$ cat src/rtl/bsg_wormhole_link_arbiter.sv
// Packet-granular round-robin arbiter that merges several wormhole ready-and links onto one.
// Optional per-input header counters are built when BSG_WORMHOLE_LINK_ARBITER_STATS_EN is defined.
module bsg_wormhole_link_arbiter #(
  parameter int els_p         = 3,
  parameter int flit_width_p  = 64,
  parameter int len_width_p   = 4,
  parameter int len_offset_p  = 0,
  parameter int stats_width_p = 16,
  localparam int id_width_lp  = (els_p > 1) ? $clog2(els_p) : 1
) (
  input  logic                             clk_i,
  input  logic                             reset_n_i,
  input  logic [els_p-1:0]                 v_i,
  input  logic [els_p*flit_width_p-1:0]    data_i,
  output logic [els_p-1:0]                 ready_and_o,
  output logic                             v_o,
  output logic [flit_width_p-1:0]          data_o,
  input  logic                             ready_and_i,
  output logic [id_width_lp-1:0]           grant_id_o,
  output logic                             busy_o,
  output logic [els_p*stats_width_p-1:0]   pkt_count_o
);

  typedef enum logic {IDLE, LOCKED} state_e;

  state_e                  state_r;
  logic [id_width_lp-1:0]  last_r;
  logic [id_width_lp-1:0]  lock_id_r;
  logic [len_width_p-1:0]  remaining_r;

  logic [id_width_lp-1:0]  rr_pick;
  logic [id_width_lp-1:0]  rr_idx;
  logic                    rr_found;
  logic [id_width_lp-1:0]  sel;
  logic [len_width_p-1:0]  len;
  logic                    hs;
  logic [flit_width_p-1:0] flits [els_p];

  for (genvar i = 0; i < els_p; i++) begin : g_unpack
    assign flits[i] = data_i[i*flit_width_p +: flit_width_p];
  end

  // Cyclic search starting just after the last granted input.
  always_comb begin
    rr_found = 1'b0;
    rr_pick  = last_r;
    rr_idx   = '0;
    for (int k = 1; k <= els_p; k++) begin
      rr_idx = id_width_lp'((int'(last_r) + k) % els_p);
      if (!rr_found && v_i[rr_idx]) begin
        rr_found = 1'b1;
        rr_pick  = rr_idx;
      end
    end
  end

  assign sel        = (state_r == LOCKED) ? lock_id_r : rr_pick;
  assign v_o        = v_i[sel];
  assign data_o     = flits[sel];
  assign grant_id_o = sel;
  assign busy_o     = (state_r == LOCKED);
  assign hs         = v_o & ready_and_i;
  assign len        = data_o[len_offset_p +: len_width_p];

  // No input is acknowledged while reset is held or when nothing is being offered in IDLE.
  always_comb begin
    ready_and_o = '0;
    if (reset_n_i && ((state_r == LOCKED) || rr_found))
      ready_and_o[sel] = ready_and_i;
  end

  always_ff @(posedge clk_i or negedge reset_n_i) begin
    if (!reset_n_i) begin
      state_r     <= IDLE;
      last_r      <= id_width_lp'(els_p - 1);
      lock_id_r   <= '0;
      remaining_r <= '0;
    end else begin
      case (state_r)
        IDLE: begin
          if (hs) begin
            if (len == '0) begin
              last_r <= sel;
            end else begin
              state_r     <= LOCKED;
              lock_id_r   <= sel;
              remaining_r <= len;
            end
          end
        end
        LOCKED: begin
          if (hs) begin
            remaining_r <= remaining_r - len_width_p'(1);
            if (remaining_r == len_width_p'(1)) begin
              state_r <= IDLE;
              last_r  <= lock_id_r;
            end
          end
        end
        default: state_r <= IDLE;
      endcase
    end
  end

`ifdef BSG_WORMHOLE_LINK_ARBITER_STATS_EN
  logic [stats_width_p-1:0] count_r [els_p];

  // Every IDLE handshake is a header, whatever its length; counters saturate.
  always_ff @(posedge clk_i or negedge reset_n_i) begin
    if (!reset_n_i) begin
      for (int i = 0; i < els_p; i++) count_r[i] <= '0;
    end else if (hs && (state_r == IDLE) && (count_r[sel] != '1)) begin
      count_r[sel] <= count_r[sel] + stats_width_p'(1);
    end
  end

  for (genvar i = 0; i < els_p; i++) begin : g_stats
    assign pkt_count_o[i*stats_width_p +: stats_width_p] = count_r[i];
  end
`else
  assign pkt_count_o = '0;
`endif

endmodule

$ cat config.mk
export PLATFORM = sky130hd
export DESIGN_NAME = bsg_wormhole_link_arbiter
export DESIGN_NICKNAME = d
export VERILOG_FILES = /design/src/rtl/bsg_wormhole_link_arbiter.sv
export SDC_FILE = /design/constraint.sdc
export NUM_CORES = 1
export LEC_CHECK = 0
export CAP_MARGIN = 20
export CORE_AREA = 4 4 120 122
export DETAILED_ROUTE_END_ITERATION = 10
export DIE_AREA = 0 0 124 126
export SKIP_CTS_REPAIR_TIMING = 1
export SLEW_MARGIN = 20
export SYNTH_ARGS = -nofsm -noshare
export SYNTH_HDL_FRONTEND = slang
export SYNTH_SLANG_ARGS = --single-unit
$ cat constraint.sdc
create_clock -name clk_i -period 3.78 [get_ports clk_i]
set_input_delay 0.756 -clock clk_i [delete_from_list [all_inputs] [get_ports clk_i]]
set_output_delay 0.756 -clock clk_i [all_outputs]
set_load 0.02 [all_outputs]
==> reports/metrics.csv <==
metric,value,unit
end_kind,output pin,
reg2regPathDepth,14,
numPortBuffers,268,
grt_overflow,0,
routed_wl,15500,um
synth_area_leaders,"mux2i_1 (24%), buf_4 (13%), o21ai_0 (11%)",
start_kind,flip-flop,
async_reset_ff_frac,1.00,
slew_violations,0,
ys.flop_type,dfrtp_1,
synth_edf_count,0,
setup-violations-final,42,
min_path_cells,1,
period_share,1.03,
ant_nets,0,
rsz0062_at_grt,true,
cp.arrival,3.14,ns
dr.pass1.iters,4,
synth.avg_cell_area,7.22,sq um
grt_pass1_vias,3854,
crit_fanout,7,
crit_start,last_r[1],
grt_max_degree,37,
grt_pass1_wl,21400,um
hpwl,12800,um
rows,42,
cts_tree,yes,
ys_warn_count,0,
fin_util,0.466,
skew,0.00196,ns
num_antenna_cells,0,
grt_usage,0.174,
yosysTopAreaCellShare,0.240,
layout.nets,901,
fmax,257,MHz
slew_headroom,0.631,
vias_per_cell,4.46,
gp_congestion,0.900,
routed-via-count,3891,
drive_gt1_frac,0.264,
fin_crit,3.89,ns
drc,0,
violations,negative setup slack,
outcome,finished with violations,
ys_seq_elements,9,
antenna_found_initial,0,
cts-htree-levels,1,
clkTransAtPathRegs,0.04,ns
dpl_cell_area,5830,sq um
worstPathRequired,3.02,ns
r2r-end,lock_id_r[0],
design_area,6140,sq um
cts_buffer_depth,2,
synth.largest_area_cell,mux2i_1,
drv_cap,0,
routedWlPerCell,17.8,um
core_area,13200,sq um
dieArea,15600,sq um
power.density,839,nW/um^2
start_util,0.215,
numCtsBuffers,3,
critPathKind,flip-flop to output pin,
p_total,5150,uW
hold_viol,0,
ios,317,
setup.worst_path.end,data_o[10],
seq_area_frac_synth,0.0800,
r2r_slack,0.22,ns
synth.distinct_cells,58,
clk_latency,0.24,ns
syn-cell-area,2830,sq um
cts-root-buf,clkbuf_16,
die_height,126,um
area_delta_synth_final,117,%
tightest_slew,0.546,ns
cts_sinks,9,
peakVddDrop,352,uV
leakagePower,0.00265,uW
timing.rr.start,last_r[1],
postSynthCellCount,392,
dr.first_iter.drc_count,164,
min_path_type,flip-flop to flip-flop,
die_w,124,um
fin_ws,-0.111,ns
worst min-delay path by stage:
stage            startpoint      endpoint  slack [ns]
2_1_floorplan     reset_n_i        busy_o        0.46
4_1_cts        lock_id_r[0]  lock_id_r[0]        0.51
5_1_grt        lock_id_r[0]  lock_id_r[0]        0.54
3_3_place_gp   lock_id_r[0]  lock_id_r[0]        0.50
3_5_place_dp   lock_id_r[0]  lock_id_r[0]        0.49
6_report       lock_id_r[0]  lock_id_r[0]        0.51
area by class of cell:
cell class,count,area [sq um]
multi-input cells,345,2430
well taps,176,220
repair buffers,327,3140
clock buffers,4,78.8
fillers,1344,7050
flip-flops and latches,9,226
inverters,11,43.8
critical path: stages (launching register included):
cell and delay (ns):
dfstp_2 0.58, inv_2 0.06, ha_4 0.17, a22o_4 0.26, nor3_4 0.23, buf_4 0.16
o22ai_4 0.07, and3_4 0.21, or2_4 0.29, buf_12 0.15, buf_12 0.12, buf_4 0.13
mux2i_2 0.15, o21ai_1 0.14, buf_4 0.16
cell usage after synthesis (all sizes together) (2+ instances only):
master / instances
a211oi: 2
a21boi: 2
a21oi: 5
a221o: 2
a221oi: 3
a22o: 3
a31oi: 2
and2: 2
and2b: 2
and3: 3
buf: 59
clkbuf: 15
dfrtp: 8
ha: 6
inv: 11
mux2: 6
mux2i: 68
nand2: 74
nand2b: 2
nand3: 3
nand3b: 2
nor2: 7
nor3: 5
nor4: 6
nor4bb: 2
o21ai: 68
o22ai: 5
o2bb2ai: 3
or2: 3
or3: 2
through the flow:
stage                     instances  worst slack [ns]  hold WS, ns  setup TNS [ns]
after global placement          851            -0.715        0.498          -40.19
after floorplan                 439            0.0556        0.460               0
after CTS                       855            -0.751        0.509          -41.89
final                           872            -0.111        0.505           -2.01
after detailed placement        851            -0.732        0.494          -41.54
after global routing            872            -0.241        0.539          -10.02
power by group:
group	internal, uW	switching [uW]
clock	141	46.1
combinational	2220	2550
sequential	139	54.6
total	2500	2650
sequential cells by signal, summed over array words and instances, names as in the netlist:
register and count:
busy_o 1, last_r 2, lock_id_r 2, remaining_r 4
logic make-up after synthesis:
| kind of cell | synth area share |
|---|---|
| and+or+nand+nor | 0.205 |
| AOI/OAI and AO/OA | 0.233 |
| buffers and inverters | 0.187 |
| muxes | 0.267 |
| DFF | 0.0800 |
| adders and majority gates | 0.0265 |
| other | 0.00132 |
layout by cell type (no fill, tap or decap), types with 3 or more instances in the layout:
cell,netlist,final
inv_1,10,8
nor4_2,2,3
dfrtp_1,8,8
buf_12,0,8
mux2_2,3,3
ha_1,6,3
o21ai_1,3,37
buf_2,8,11
mux2i_1,68,61
nor3_1,3,3
nand2_1,74,72
a21oi_1,5,3
buf_4,49,81
dlymetal6s2s_1,0,9
clkbuf_2,0,4
o22ai_1,5,4
o21ai_2,1,13
buf_6,2,15
conb_1,1,48
o21ai_0,64,18
clkdlybuf4s50_1,0,195
nand3_1,3,3
nor2_1,6,6
mux2i_2,0,6
clkbuf_16,0,4
metal layers:
| metal | global-route usage | vias to the layer above | wire, um |
|---|---|---|---|
| met1 | 0.196 | 1823 | 5780 |
| li1 | - | 1908 | - |
| met3 | 0.0413 | 11 | 1050 |
| met5 | 0 | - | 0 |
| met4 | 0.0374 | 0 | 171 |
| met2 | 0.325 | 149 | 8490 |
Power figures use the tool's default switching activity.
